### config.mk
export PLATFORM = sky130hd
export DESIGN_NAME = f1_itlb
export DESIGN_NICKNAME = d
export VERILOG_FILES = /design/src/rtl/f1_pkg.sv /design/src/rtl/itlb_cam.sv /design/src/rtl/f1_itlb.sv
export SDC_FILE = /design/constraint.sdc
export NUM_CORES = 1
export LEC_CHECK = 0
export BUFFER_PORTS_ARGS = -buffer_cell sky130_fd_sc_hd__buf_4
export CAP_MARGIN = 20
export CORE_UTILIZATION = 32
export DETAILED_ROUTE_END_ITERATION = 7
export REMOVE_ABC_BUFFERS = 1
export SYNTH_ARGS = -nofsm -noshare
export SYNTH_HDL_FRONTEND = slang
export SYNTH_SLANG_ARGS = --single-unit
export TNS_END_PERCENT = 30
### constraint.sdc
create_clock -name clk -period 3.84 [get_ports clk]
set_clock_uncertainty 0.1 [all_clocks]
set_input_delay 0.384 -clock clk [delete_from_list [all_inputs] [get_ports clk]]
set_output_delay 0.384 -clock clk [all_outputs]
set_load 0.005 [all_outputs]
### src/rtl/f1_pkg.sv
// F1 fetch-stage shared types:
// exception codes, ITLB FSM states and TLB entry layout.
package f1_pkg;

   localparam int TLB_VPN_W = 20;
   localparam int TLB_PPN_W = 20;

   localparam logic [1:0] EXC_NONE = 2'd0;
   localparam logic [1:0] EXC_PF   = 2'd1;
   localparam logic [1:0] EXC_X    = 2'd2;

   typedef enum logic [1:0] {
      S_IDLE,
      S_REQ,
      S_WAIT,
      S_DRAIN
   } itlb_state_e;

   typedef struct packed {
      logic                 valid;
      logic [TLB_VPN_W-1:0] vpn;
      logic [TLB_PPN_W-1:0] ppn;
      logic                 pcd;
      logic                 x;
   } tlb_entry_t;

endpackage

### src/rtl/itlb_cam.sv
// ITLB entry storage: fully associative array with two
// parallel compare ports and one write port.
module itlb_cam
   import f1_pkg::*;
#(
   parameter  int ENTRIES = 8,
   localparam int PTR_W   = $clog2(ENTRIES)
) (
   input  logic                 clk,
   input  logic                 rst,
   input  logic                 flush,
   input  logic                 we,
   input  logic [PTR_W-1:0]     widx,
   input  tlb_entry_t           wdata,
   input  logic [TLB_VPN_W-1:0] vpn_e,
   input  logic [TLB_VPN_W-1:0] vpn_o,
   output logic                 hit_e,
   output logic [TLB_PPN_W-1:0] ppn_e,
   output logic                 pcd_e,
   output logic                 x_e,
   output logic                 hit_o,
   output logic [TLB_PPN_W-1:0] ppn_o,
   output logic                 pcd_o,
   output logic                 x_o
);

   tlb_entry_t ents [ENTRIES];

   always_ff @(posedge clk or negedge rst) begin
      if (!rst) begin
         for (int i = 0; i < ENTRIES; i++) ents[i] <= '0;
      end else if (flush) begin
         for (int i = 0; i < ENTRIES; i++) ents[i].valid <= 1'b0;
      end else if (we) begin
         ents[widx] <= wdata;
      end
   end

   // VPNs are unique, so OR-merging the matching entry is safe.
   always_comb begin
      hit_e = 1'b0;
      ppn_e = '0;
      pcd_e = 1'b0;
      x_e   = 1'b0;
      hit_o = 1'b0;
      ppn_o = '0;
      pcd_o = 1'b0;
      x_o   = 1'b0;
      for (int i = 0; i < ENTRIES; i++) begin
         if (ents[i].valid && ents[i].vpn == vpn_e) begin
            hit_e = 1'b1;
            ppn_e = ppn_e | ents[i].ppn;
            pcd_e = pcd_e | ents[i].pcd;
            x_e   = x_e | ents[i].x;
         end
         if (ents[i].valid && ents[i].vpn == vpn_o) begin
            hit_o = 1'b1;
            ppn_o = ppn_o | ents[i].ppn;
            pcd_o = pcd_o | ents[i].pcd;
            x_o   = x_o | ents[i].x;
         end
      end
   end

endmodule

### src/rtl/f1_itlb.sv
// F1 instruction TLB: dual-port lookup, page-walk fill FSM,
// round-robin replacement, flush and per-port fault reporting.
module f1_itlb
   import f1_pkg::*;
#(
   parameter int XLEN      = 32,
   parameter int CLC_WIDTH = 26,
   parameter int PAGE_OFF  = 12,
   parameter int ENTRIES   = 8
) (
   input  logic                     clk,
   input  logic                     rst,
   input  logic                     valid_in,
   input  logic [CLC_WIDTH-1:0]     clc_even_in,
   input  logic [CLC_WIDTH-1:0]     clc_odd_in,
   input  logic                     flush,
   output logic                     lookup_ready,
   output logic                     hit,
   output logic                     pcd,
   output logic                     exception,
   output logic [1:0]               exception_type,
   output logic [XLEN-1:0]          addr_even,
   output logic [XLEN-1:0]          addr_odd,
   output logic                     addr_even_valid,
   output logic                     addr_odd_valid,
   output logic                     ptw_req_valid,
   input  logic                     ptw_req_ready,
   output logic [XLEN-PAGE_OFF-1:0] ptw_req_vpn,
   input  logic                     ptw_resp_valid,
   input  logic [XLEN-PAGE_OFF-1:0] ptw_resp_ppn,
   input  logic                     ptw_resp_pcd,
   input  logic                     ptw_resp_x,
   input  logic                     ptw_resp_fault
);

   localparam int LINE_OFF = XLEN - CLC_WIDTH;
   localparam int LIP_W    = PAGE_OFF - LINE_OFF;
   localparam int VPN_W    = XLEN - PAGE_OFF;
   localparam int PTR_W    = $clog2(ENTRIES);

   itlb_state_e state_q, state_d;

   logic [VPN_W-1:0] vpn_e, vpn_o, vpn_q, walk_vpn;
   logic [LIP_W-1:0] lip_e, lip_o;
   logic [VPN_W-1:0] ppn_e, ppn_o;
   logic             hit_e, hit_o, pcd_e, pcd_o, x_e, x_o;
   logic [PTR_W-1:0] ptr_q;
   logic             pf_pend_q;
   logic             fill_we, pf_set;
   logic             active, start_walk, any_exc;
   logic             pf_e, pf_o, xv_e, xv_o;
   logic [1:0]       exc_e, exc_o, exc_sel;
   tlb_entry_t       fill;

   assign vpn_e = clc_even_in[CLC_WIDTH-1:LIP_W];
   assign vpn_o = clc_odd_in[CLC_WIDTH-1:LIP_W];
   assign lip_e = clc_even_in[LIP_W-1:0];
   assign lip_o = clc_odd_in[LIP_W-1:0];

   assign fill = '{valid: 1'b1, vpn: vpn_q, ppn: ptw_resp_ppn,
                   pcd: ptw_resp_pcd, x: ptw_resp_x};

   itlb_cam #(.ENTRIES(ENTRIES)) u_cam (
      .clk   (clk),
      .rst   (rst),
      .flush (flush),
      .we    (fill_we),
      .widx  (ptr_q),
      .wdata (fill),
      .vpn_e (vpn_e),
      .vpn_o (vpn_o),
      .hit_e (hit_e),
      .ppn_e (ppn_e),
      .pcd_e (pcd_e),
      .x_e   (x_e),
      .hit_o (hit_o),
      .ppn_o (ppn_o),
      .pcd_o (pcd_o),
      .x_o   (x_o)
   );

   assign active = valid_in & lookup_ready & ~flush;

   // A faulted walk is reported once, on the replay of the walked VPN.
   assign pf_e = pf_pend_q & ~hit_e & (vpn_e == vpn_q);
   assign pf_o = pf_pend_q & ~hit_o & (vpn_o == vpn_q);
   assign xv_e = hit_e & ~x_e;
   assign xv_o = hit_o & ~x_o;

   always_comb begin
      exc_e = EXC_NONE;
      exc_o = EXC_NONE;
      unique case (1'b1)
         pf_e:    exc_e = EXC_PF;
         xv_e:    exc_e = EXC_X;
         default: ;
      endcase
      unique case (1'b1)
         pf_o:    exc_o = EXC_PF;
         xv_o:    exc_o = EXC_X;
         default: ;
      endcase
   end

   assign exc_sel    = (exc_e != EXC_NONE) ? exc_e : exc_o;
   assign any_exc    = pf_e | pf_o | xv_e | xv_o;
   assign start_walk = active & ~any_exc & (~hit_e | ~hit_o);
   assign walk_vpn   = hit_e ? vpn_o : vpn_e;

   always_ff @(posedge clk or negedge rst) begin
      if (!rst) state_q <= S_IDLE;
      else      state_q <= state_d;
   end

   always_comb begin
      state_d = state_q;
      unique case (state_q)
         S_IDLE:
            if (start_walk) state_d = S_REQ;
         S_REQ:
            if (flush)
               state_d = ptw_req_ready ? S_DRAIN : S_IDLE;
            else if (ptw_req_ready)
               state_d = S_WAIT;
         S_WAIT:
            if (flush)
               state_d = ptw_resp_valid ? S_IDLE : S_DRAIN;
            else if (ptw_resp_valid)
               state_d = S_IDLE;
         S_DRAIN:
            if (ptw_resp_valid) state_d = S_IDLE;
         default: state_d = S_IDLE;
      endcase
   end

   always_comb begin
      lookup_ready  = 1'b0;
      ptw_req_valid = 1'b0;
      fill_we       = 1'b0;
      pf_set        = 1'b0;
      unique case (state_q)
         S_IDLE: lookup_ready  = 1'b1;
         S_REQ:  ptw_req_valid = 1'b1;
         S_WAIT: begin
            fill_we = ptw_resp_valid & ~ptw_resp_fault & ~flush;
            pf_set  = ptw_resp_valid & ptw_resp_fault & ~flush;
         end
         default: ;
      endcase
   end

   assign ptw_req_vpn = vpn_q;

   always_ff @(posedge clk or negedge rst) begin
      if (!rst) begin
         vpn_q     <= '0;
         ptr_q     <= '0;
         pf_pend_q <= 1'b0;
      end else begin
         if (start_walk) vpn_q <= walk_vpn;
         if (fill_we)    ptr_q <= ptr_q + PTR_W'(1);
         if (flush)
            pf_pend_q <= 1'b0;
         else if (pf_set)
            pf_pend_q <= 1'b1;
         else if (lookup_ready && valid_in)
            pf_pend_q <= 1'b0;
      end
   end

   always_ff @(posedge clk or negedge rst) begin
      if (!rst) begin
         hit             <= 1'b0;
         pcd             <= 1'b0;
         exception       <= 1'b0;
         exception_type  <= EXC_NONE;
         addr_even       <= '0;
         addr_odd        <= '0;
         addr_even_valid <= 1'b0;
         addr_odd_valid  <= 1'b0;
      end else if (active) begin
         hit             <= hit_e & hit_o & x_e & x_o;
         pcd             <= (hit_e & pcd_e) | (hit_o & pcd_o);
         exception       <= any_exc;
         exception_type  <= exc_sel;
         addr_even       <= {ppn_e, lip_e, {LINE_OFF{1'b0}}};
         addr_odd        <= {ppn_o, lip_o, {LINE_OFF{1'b0}}};
         addr_even_valid <= hit_e & x_e;
         addr_odd_valid  <= hit_o & x_o;
      end else begin
         hit             <= 1'b0;
         pcd             <= 1'b0;
         exception       <= 1'b0;
         exception_type  <= EXC_NONE;
         addr_even       <= '0;
         addr_odd        <= '0;
         addr_even_valid <= 1'b0;
         addr_odd_valid  <= 1'b0;
      end
   end

endmodule

==> impl_results.md, run 1 <==
* Number of global-route vias before repair at roughly 17,000
* Die width at about 270 um
* Worst Setup End Kind: register
* # DRC at 0
* Post-Synth Adder-Cell Area at less than 1%
* Clock power share at between 30% and 40%
* # rows at 96
* Remaining Overflow, GRT at 0
* Layout filler cell count at approximately 6,600
* Power density over the cells at 523.9 mW/mm^2
* Fmax at around 0.31 GHz
* # IOs at between 150 and 200
* TNS Setup at 0 ns
* Compound-Gate Fraction of Synth Area at under 10%
* Critical Path Start Type: register
* CP Data Arrival Time at around 3.6 ns
* Yosys warnings at 0
* Clock Tree Buf Depth at 3
* Crit-path cells: xor2_1, nor4_1, nand4_1, nor4_4, nor4_1, nand2_1, o31a_1, o211ai_4, buf_12, mux2i_1
* Crit path required time at between 4 and 5 ns
* Seq cells post-synth at around 430
* DRT iter0 DRCs at 1,465
* Clk pin slew, worst setup/hold paths at around 0.060 ns
* CTS H-tree lvls at 2
* Pleak at between 10 and 15 nW
* Die area at 0.07066 sq mm
* Top FF cell, synth: dfrtp_1
* Initial antenna violation count at 0
* Post-synthesis sequential area ratio at roughly half
* Final setup violation count at 0
* Die span in y at 265.8 um
* Area grow syn2layout at 18.55%
* Total track usage at a little over a fifth
* Sw frac at about 32%
* Syn Area/Cell at around 12 sq um
* Drt pass-1 iters at 7
* Post-layout worst setup margin at 0.6577 ns
* Critical Path Max Stage Delay at a little under 0.6 ns
* Beginning of the worst hold path: flush
* Dpl ws at around 0.7 ns
* IO buf count at about 160
* Root Buffer: clkbuf_16
* CTS tree: built
* Worst-skew pair later-pin latency at approximately 0.62 ns
* Routed vias/inst at approximately 5.4
* Main combinational cell family by area after synthesis: multiplexers
* Fin crit share at between 80 and 90%
* Critical path type: reg -> reg
* Mux share of post-synthesis cell area at roughly 16%
* Final Util at between 30% and 40%
* First-pass GRT wire length at roughly 110 mm
* Max-slew violations at 0
* # diodes at 0
* Psw at approximately 4.5 mW
* Largest net degree at the start of global routing at 98
* Final Net Count at approximately 2,100
* Post-Synth Simple-Gate Area at roughly 7.0%
* Synth Area in XOR/XNOR at about 14%
* Cell-internal power at 9.373 mW
* Flop pwr share at 43.5%
* Setup crit start: u_cam.ents[162]
* Max Cap Viol at 0
* RSZ-0062 raised after global routing: no
* Starting Density at between 30% and 40%
* Vias at 16,230
* Logic pwr share at a little over a fifth
* Max IR drop VDD at approximately 0.36 mV
* Commonest non-fill, non-tap cell in the layout: dfrtp_1
* Most frequent cells in the layout: dfrtp_1 (429), mux2_2 (258), xnor2_1 (219), buf_4 (204), xor2_1 (140)
* Yosys cell types at 60
* Clock Sinks at roughly 430
* # resized after CTS at 0
* Post-synth EDFFs at 0
* Least-Margin Pin Slew at about 0.92 ns
* Fin crit period at around 3.2 ns
* Most frequent CP cell: nor4_1
* CTS Buf Count at between 40 and 50
* GPL Wtd Cong at 0.9852
* Cells after Synth at between 1,500 and 2,000
* Layout cell share with drive strength beyond 1 at roughly 28%
* CP max FO at 21
* Routed Antenna Nets at 0
* Postcts setup bufs at 0
* Post-synth ARST share at 100.0%
* RR Startpoint: u_cam.ents[162]
* Final hold vios at 0
* CP max stage cell: nor4_1
* Final wirelength at roughly 77 mm
* Mapped Area at 0.02227 sq mm
* Slew HR at between 30 and 40%
* Worst hold path class: in -> reg
* Routed WL per cell at 25.67 um
* Status: completed
* Final HPWL from detailed placement at 49.67 mm
* Core box area at 0.06871 sq mm
==> path summary, 6_finish.rpt <==
path | to | slack (ns) | cells past startpoint
max in group asynchronous | u_cam.ents[75] | 2.33 | 3
max | ptw_req_vpn[9] | 0.66 | 10
min | u_cam.ents[343] | 0.03 | 2
min reg2reg | u_cam.ents[302] | 0.40 | 1
max reg2reg | ptw_req_vpn[9] | 0.66 | 10
min in group asynchronous | addr_odd[30] | 0.31 | 2
==> flip-flops by register name, indices dropped and copies added, names as in the netlist, 2 cells and up <==
name / flops
state_q: 2
u_cam.ents: 344
ptr_q: 3
addr_even: 26
addr_odd: 26
ptw_req_vpn: 20
exception_type: 2
==> Yosys cell counts (all sizes together) (21+ instances only) <==
master  number  share of area, %
nand3       21              0.47
a31oi       45               1.3
o21ai       76               1.7
nor4        48               1.7
xnor2      219               8.6
mux2i       39               1.8
inv         29              0.49
nand2       72               1.2
clkbuf      75               1.3
dfrtp      429                48
and2        22              0.62
a221oi      41               1.6
a22oi       86               2.9
a22o        41               1.6
nand4       56               1.6
buf         83               3.5
mux2       274                14
xor2       140               5.5
==> kinds of logic (layout without fill, tap and decap cells) <==
family	after synthesis	in the layout
and+or+nand+nor	271	271
adders and majority gates	1	1
buffers and inverters	187	376
AOI/OAI and AO/OA	302	302
muxes	313	313
DFF	429	429
xor gates and xnor gates	359	359
other	1	12
==> worst max-delay path: cells and delay by family (launching register included) <==
family / cells / cell delay, ns
simple gates: 5 / 1.60
flops: 1 / 0.42
compound gates: 2 / 0.36
buf+inv: 1 / 0.21
xor+xnor: 1 / 0.18
mux: 1 / 0.14
==> power groups by stage <==
stage | Sequential (mW) | Clock, mW | Combinational (mW)
6_report | 6.02 | 4.86 | 2.95
4_1_cts | 6.00 | 4.96 | 2.94
2_1_floorplan | 5.89 | 0 | 1.49
5_1_grt | 6.10 | 5.13 | 3.18
3_5_place_dp | 6.07 | 0 | 2.88
3_3_place_gp | 6.03 | 0 | 2.85
==> layer usage <==
layer,part of all wire [%],vias to the layer above,track usage [%],routed length [um]
li1,-,6965,-,-
met1,44,8420,29.77,33690
met2,46,694,33.82,35360
met3,7.1,151,3.780,5464
met4,3.0,0,7.145,2337
met5,0,-,0,0
==> repair_timing <==
| item | CTS | global route |
|---|---|---|
| hold buffers | 39 | 0 |
| endpoints found under the setup margin | 0 | 0 |
| endpoints found under the hold margin | 281 | 0 |
==> area by class of cell <==
class,count,area [sq um],share of cell area [%]
repair buffers,257,2197,8.322
multi-input cells,1258,10480,39.70
well taps,931,1165,4.412
flip-flops and latches,429,10740,40.66
clock inverters,21,274.0,1.038
clock buffers,69,1440,5.454
inverters,29,108.9,0.4123
==> through the flow <==
stage / power (mW) / cell area [sq um] / hold slack, ns / instances
after floorplan: 7.379 / 21240 / -0.01159 / 1716
after global placement: 8.888 / 24300 / 0.3735 / 2865
after detailed placement: 8.954 / 24300 / 0.3830 / 2865
after CTS: 13.90 / 26400 / 0.009414 / 2994
after global routing: 14.41 / 26400 / 0.02790 / 2994
final: 13.83 / 26400 / 0.02623 / 2994
No activity file was read; power rests on OpenSTA's default activity.
==> run 2, diff against run 1 <==
--- a/config.mk
+++ b/config.mk
@@ -5,6 +5,7 @@
 export SDC_FILE = /design/constraint.sdc
 export NUM_CORES = 1
 export LEC_CHECK = 0
+export ABC_AREA = 1
 export BUFFER_PORTS_ARGS = -buffer_cell sky130_fd_sc_hd__buf_4
 export CAP_MARGIN = 20
 export CORE_UTILIZATION = 32
==> constraint.sdc (replaced) <==
create_clock -name clk -period 2.78 [get_ports clk]
set_clock_uncertainty 0.1 [all_clocks]
set_input_delay 0.278 -clock clk [delete_from_list [all_inputs] [get_ports clk]]
set_output_delay 0.278 -clock clk [all_outputs]
set_load 0.005 [all_outputs]
==> impl_results.md, run 2 <==
* Status: completed
* Max IR drop VDD at roughly 0.44 mV
* Mapped Area at between 0.02 and 0.025 sq mm
* Reg-to-reg slack, setup at between 0.05 and 0.06 ns
* Final hold vios at 0
* Most frequent CP cell: nand2_1
* Critical Path Max Stage Delay at slightly below 0.5 ns
* Most frequent cells in the layout: nand2_1 (1,090), o21ai_0 (464), dfrtp_1 (427), buf_4 (398), inv_1 (293)
* Cells after Synth at 3,154
* Yosys cell types at 39
* Setup crit start: u_cam.ents[160]
* Max reg flops at between 300 and 400
* Main combinational cell family by area after synthesis: simple AND/OR/NAND/NOR gates
* # IOs at between 150 and 200
* Die span in y at about 270 um
* Fin crit share at between 90% and 100%
* Pleak at between 10 and 15 nW
* CP max stage cell: dfrtp_1
* Worst-skew pair later-pin latency at 0.63 ns
* CTS tree: built
* Count leader, synth: nand2_1
* Clock power share at around 31%
* Vias at 23,690
* Seq cells post-synth at about 430
* Syn Area/Cell at about 7.4 sq um
* Post-synthesis sequential area ratio at roughly 46%
* Post-synth ARST share at 100.0%
* Total track usage at between 20% and 30%
* Post-Synth Simple-Gate Area at about 25%
* Largest register by flop count: u_cam.ents
* Area grow syn2layout at 25.69%
* CP max FO at 25
* Mux share of post-synthesis cell area at 0%
* Max-slew violations at 0
* Yosys warnings at 0
* Final Net Count at approximately 3,600
* Post-Synth Adder-Cell Area at less than 1%
* Sw frac at 37.17%
* Initial antenna violation count at 5
* Slew HR at about a quarter
* CP bufs+invs at 1
* CP top delay family: simple AND/OR/NAND/NOR gates
* CTS H-tree lvls at 2
* IO buf count at approximately 160
* Crit path required time at around 3.2 ns
* Drt pass-1 iters at 6
* Postcts setup bufs at 0
* Dpl ws at -0.08065 ns
* Hold_ws at around 0.032 ns
* Synth Area in XOR/XNOR at under 10%
* # rows at between 90 and 100
* Number of global-route vias before repair at around 22,000
* Final HPWL from detailed placement at 80.21 mm
* Commonest non-fill, non-tap cell in the layout: nand2_1
* Logic pwr share at between 20 and 30%
* Layout cell share with drive strength beyond 1 at 17.47%
* Core box area at around 0.07 sq mm
* Fin crit period at between 2 and 3 ns
* Final setup violation count at 0
* RR Startpoint: u_cam.ents[160]
* Clock Tree Buf Depth at 3
* Clk pin slew, worst setup/hold paths at around 0.060 ns
* Clock Sinks at 429
* Die width at 272.2 um
* Commonest cells in the synthesized netlist: nand2_1 (1,090), o21ai_0 (466), dfrtp_1 (429), inv_1 (296), nor2_1 (220)
* First-pass GRT wire length at ~160 mm
* Remaining Overflow, GRT at 0
* Starting Density at approximately 33%
* RSZ-0062 raised after global routing: yes
* Least-Margin Pin Slew at roughly 1.1 ns
* Crit-path cells: nand2_1, o21ai_1, nor2_1, nand2_1, nor2_1, nand3_2, nand2_1, nor2_4, nand3_1, nand2_2, nor2_4, nand2_4, buf_12, nand2_2, o21ai_2
* Power density over the cells at between 700 and 800 mW/mm^2
* Root Buffer: clkbuf_16
* Fmax at roughly 0.37 GHz
* Largest net degree at the start of global routing at 101
* Die area at 0.07409 sq mm
* Post-layout worst setup margin at 0.05309 ns
* # DRC at 0
* Critical path type: reg -> reg
* Total Power at 21.24 mW
* Routed Antenna Nets at 0
* Top FF cell, synth: dfrtp_1
* FF-to-FF End: ptw_req_vpn[1]
* TNS Setup at 0 ns
* Final Util at between 40% and 50%
* Routed WL per cell at about 24 um
* CP Data Arrival Time at 3.13 ns
* Psw at 7.896 mW
* GPL Wtd Cong at 1.090
* Final wirelength at approximately 110 mm
* Post-synth EDFFs at 0
* DRT iter0 DRCs at 3,523
* Worst hold path class: in -> async
* Critical Path Start Type: register
* Path depth of the worst reg2reg path at 15
* Flop pwr share at 41.3%
* Yosys top cell by area: dfrtp_1
* Worst Setup End Kind: register
* Compound-Gate Fraction of Synth Area at about 18%
* Routed vias/inst at 5.250
* Max Cap Viol at 0
* Synth top area share at 45.95%
* CTS Buf Count at 48
* Largest cells by area after synthesis: dfrtp_1 (46%), nand2_1 (18%), o21ai_0 (10%)
* Cell-internal power at 13.35 mW
* Regs by FF count: u_cam.ents x344, addr_even x26, addr_odd x26
run 2: changes by cell type after synthesis, moves of 61 or more:
| cell | change |
|---|---|
| inv_1 | +268 |
| xnor2_1 | -180 |
| nor2_1 | +202 |
| xor2_1 | -117 |
| a22oi_1 | -61 |
| o21ai_0 | +391 |
| mux2_2 | -258 |
| nand2_1 | +1018 |
| o22ai_1 | +71 |
run 2: power by group through the flow:
stage | sequential (mW) | combinational [mW] | clock, mW
3_3_place_gp | 8.77 | 5.56 | 0
3_5_place_dp | 8.77 | 5.59 | 0
6_report | 8.77 | 5.82 | 6.66
4_1_cts | 8.68 | 5.68 | 6.78
5_1_grt | 8.86 | 6.32 | 7.00
2_1_floorplan | 8.32 | 2.72 | 0
run 2: worst max path at each step:
stage / endpoint / slack, ns / cells past startpoint
6_report: ptw_req_vpn[1] / 0.05 / 15
3_3_place_gp: addr_odd[28] / -0.15 / 15
3_5_place_dp: addr_odd[28] / -0.08 / 15
2_1_floorplan: u_cam.ents[172] / -0.97 / 6
5_1_grt: addr_odd[28] / -0.02 / 13
4_1_cts: state_q[0] / 0.07 / 20
run 2: cell type report:
cell class	instances	area [sq um]
well taps	950	1189
inverters	327	1244
multi-input cells	2246	10600
repair buffers	471	3945
clock buffers	69	1410
diodes	1	2.502
flip-flops and latches	429	10740
clock inverters	19	232.7
fillers	7492	42490
run 2: worst register-to-register path: stages (launching register included):
cell	delay (ns)
dfrtp_1	0.49
nand2_1	0.20
o21ai_1	0.10
nor2_1	0.17
nand2_1	0.11
nor2_1	0.30
nand3_2	0.13
nand2_1	0.15
nor2_4	0.07
nand3_1	0.11
nand2_2	0.09
nor2_4	0.13
nand2_4	0.10
buf_12	0.18
nand2_2	0.14
o21ai_2	0.05
run 2: what timing repair did:
| item | 4_1_cts | 5_1_grt |
|---|---|---|
| hold endpoints to repair | 569 | 0 |
| hold buffers | 49 | 0 |
| gates resized for setup | 0 | 17 |
| endpoints found under the setup margin | 0 | 42 |
run 2: logic make-up after synthesis:
| family | count (synthesis) |
|---|---|
| adder cells (fa/ha/maj) | 1 |
| XOR/XNOR | 62 |
| AND/OR/NAND/NOR | 1433 |
| AO/OA/AOI/OAI | 738 |
| buffers and inverters | 490 |
| flip-flops | 429 |
| other | 1 |
run 2: stage by stage:
step	cell area, sq um	instances
global route	29360	4512
CTS	29320	4511
detailed placement	27190	4374
global placement	27190	4374
finish	29360	4512
floorplan	22520	3002
run 2: routing by layer:
layer	vias to the layer above	part of all wire [%]	GRT usage [%]	wire [um]
li1	10890	-	-	-
met1	11380	45	42.23	48270
met2	1210	43	43.50	46520
met3	206	8.8	4.593	9496
met4	6	3.6	9.802	3877
met5	-	0.049	0	53
==> run 3, diff against run 2 <==
--- a/config.mk
+++ b/config.mk
@@ -10,6 +10,7 @@
 export CAP_MARGIN = 20
 export CORE_UTILIZATION = 32
 export DETAILED_ROUTE_END_ITERATION = 7
+export HOLD_SLACK_MARGIN = 0.02
 export REMOVE_ABC_BUFFERS = 1
 export SYNTH_ARGS = -nofsm -noshare
 export SYNTH_HDL_FRONTEND = slang
==> constraint.sdc (replaced) <==
create_clock -name clk -period 2.7 [get_ports clk]
set_clock_uncertainty 0.1 [all_clocks]
set_input_delay 0.27 -clock clk [delete_from_list [all_inputs] [get_ports clk]]
set_output_delay 0.27 -clock clk [all_outputs]
set_load 0.005 [all_outputs]
==> impl_results.md, run 3 (synthesized netlist as in run 2, its figures left out) <==
* Layout cell share with drive strength beyond 1 at a little under a fifth
* # rows at 98
* Critical path type: reg -> reg
* Number of global-route vias before repair at ~22,000
* Final hold vios at 0
* Worst hold path class: in -> reg
* CP max stage cell: o22ai_1
* Most frequent cells in the layout: nand2_1 (1,086), o21ai_0 (462), dfrtp_1 (413), buf_4 (409), inv_1 (293)
* Crit-path cells: buf_4, o22ai_1, a21oi_1, nand2_1, nor2_1, nand2_1, nor2_1, nand3_1, nand2_2, nor2_4, nand2_8, buf_12, nand2_2, o21ai_2
* CP max FO at 13
* Commonest non-fill, non-tap cell in the layout: nand2_1
* Remaining Overflow, GRT at 0
* Power density over the cells at around 740 mW/mm^2
* # IOs at 174
* CTS H-tree lvls at 2
* Max reg flops at approximately 340
* CP top delay family: simple AND/OR/NAND/NOR gates
* GPL Wtd Cong at 1.071
* Placed Cells at 4,396
* CP Data Arrival Time at between 3 and 4 ns
* First-pass GRT wire length at ~160 mm
* Crit path required time at 3.09 ns
* CP bufs+invs at 2
* Routed WL per cell at roughly 24 um
* # DRC at 0
* Hold depth at 3
* Clk pin slew, worst setup/hold paths at ~0.06 ns
* Vias at 23,940
* Largest register by flop count: u_cam.ents
* Critical Path Start Type: register
* Layout filler cell count at about 7,400
* Critical Path Max Stage Delay at 0.53 ns
* Status: finished, violations left
* Pleak at ~14 nW
* Max-slew violations at 0
* # diodes at 0
* Root Buffer: clkbuf_16
* Final HPWL from detailed placement at between 80 and 90 mm
* Die width at around 270 um
* Slew HR at roughly 25%
* Clock Sinks at 429
* Clock Tree Buf Depth at 3
* Largest net degree at the start of global routing at 86
* Stages on the worst setup path at 14
* CTS tree: built
* Max Cap Viol at 0
* Hold_ws at approximately 0.047 ns
* Worst Setup End Kind: register
* RSZ-0062 raised after global routing: yes
* Initial antenna violation count at 1
* Max IR drop VDD at ~0.42 mV
* Least-Margin Pin Slew at 1.118 ns
* Starting Density at 32.51%
* Final setup violation count at 3
* Regs by FF count: u_cam.ents x344, addr_even x26, addr_odd x26
* Die span in y at 272.2 um
* CTS Buf Count at 49
* Final wirelength at roughly 110 mm
* Area grow syn2layout at 27.86%
* Die area at roughly 0.074 sq mm
* Post-layout worst setup margin at -0.01007 ns
* Fin crit share at 100.4%
* Core box area at approximately 0.072 sq mm
* Total track usage at 29.32%
* Fmax at 0.3690 GHz
* DRT iter0 DRCs at 3,367
* Failing checks: setup timing
* Path depth of the worst reg2reg path at 14
* Fin crit period at 2.710 ns
* IO buf count at around 160
* Post-route insts no fill at between 4,000 and 5,000
* Routed Antenna Nets at 0
* Routed vias/inst at ~5.3
* Final Net Count at roughly 3,600
* Drt pass-1 iters at 5
* Worst-skew pair later-pin latency at approximately 0.61 ns
run 3: changes by cell type in the layout (fill, tap and decap cells not counted), sizes merged:
cell and delta:
buf +25, inv +3, bufinv +1, clkbuf -1
clkinvlp -1, diode -1
run 3: timing repair:
action / in CTS / in global routing
hold endpoints to repair: 434 / 0
hold buffers: 49 / 0
resized for setup: 3 / 68
setup endpoints to repair: 5 / 42
gates cloned: 0 / 1
pin swaps: 0 / 5
buffers inserted: 0 / 3
run 3: power breakdown:
part	leakage, nW	internal, mW	switching, mW
combinational	7.11	2.31	3.90
clock	0.808	4.01	2.94
sequential	5.87	7.60	1.45
run 3: per-stage QoR:
step / setup WS (ns) / power (mW) / instance area, sq um / TNS, ns / utilization [%]
after floorplan: -1.055 / 11.37 / 22520 / -332.97 / -
after global placement: -0.1324 / 14.91 / 27480 / -1.723 / 38.24
after detailed placement: -0.1311 / 14.95 / 27480 / -1.985 / 38.24
after CTS: -0.01663 / 22.02 / 29640 / -0.03262 / 41.25
after global routing: -0.01012 / 23.17 / 29870 / -0.02492 / 41.57
final: -0.01007 / 22.22 / 29870 / -0.01363 / 41.57
run 3: layout make-up:
| cell class | instances | area, sq um | share of cell area [%] |
|---|---|---|---|
| Clock buffer | 67 | 1384 | 4.633 |
| Timing Repair Buffer | 497 | 4315 | 14.45 |
| Tap cell | 950 | 1189 | 3.980 |
| Sequential cell | 429 | 10760 | 36.01 |
| Clock inverter | 22 | 277.8 | 0.9300 |
| Multi-Input combinational cell | 2246 | 10710 | 35.86 |
| Inverter | 327 | 1236 | 4.139 |
run 3: worst paths after layout:
kind | end | start | slack (ns)
max in group asynchronous | u_cam.ents[226] | rst | 1.40
setup / recovery | ptw_req_vpn[1] | ptw_req_vpn[9] | -0.01
min in group asynchronous | u_cam.ents[163] | rst | 0.09
setup reg to reg | ptw_req_vpn[1] | ptw_req_vpn[9] | -0.01
hold / removal | ptw_req_vpn[12] | clc_even_in[18] | 0.05
hold reg to reg | u_cam.ents[316] | u_cam.ents[316] | 0.38
run 3: worst reg2reg max path, delay by kind of cell (launching register included):
family          cells  cell delay (ns)
compound gates      3             0.77
buf+inv             2             0.36
flops               1             0.45
simple gates        9             0.90
run 3: per-layer routing:
layer	vias up	global-route usage [%]	share of wire [%]
met5	-	0	0
met4	0	8.693	3.1
met3	163	4.752	9.9
met2	1316	43.04	43
met1	11520	43.88	45
li1	10940	-	-
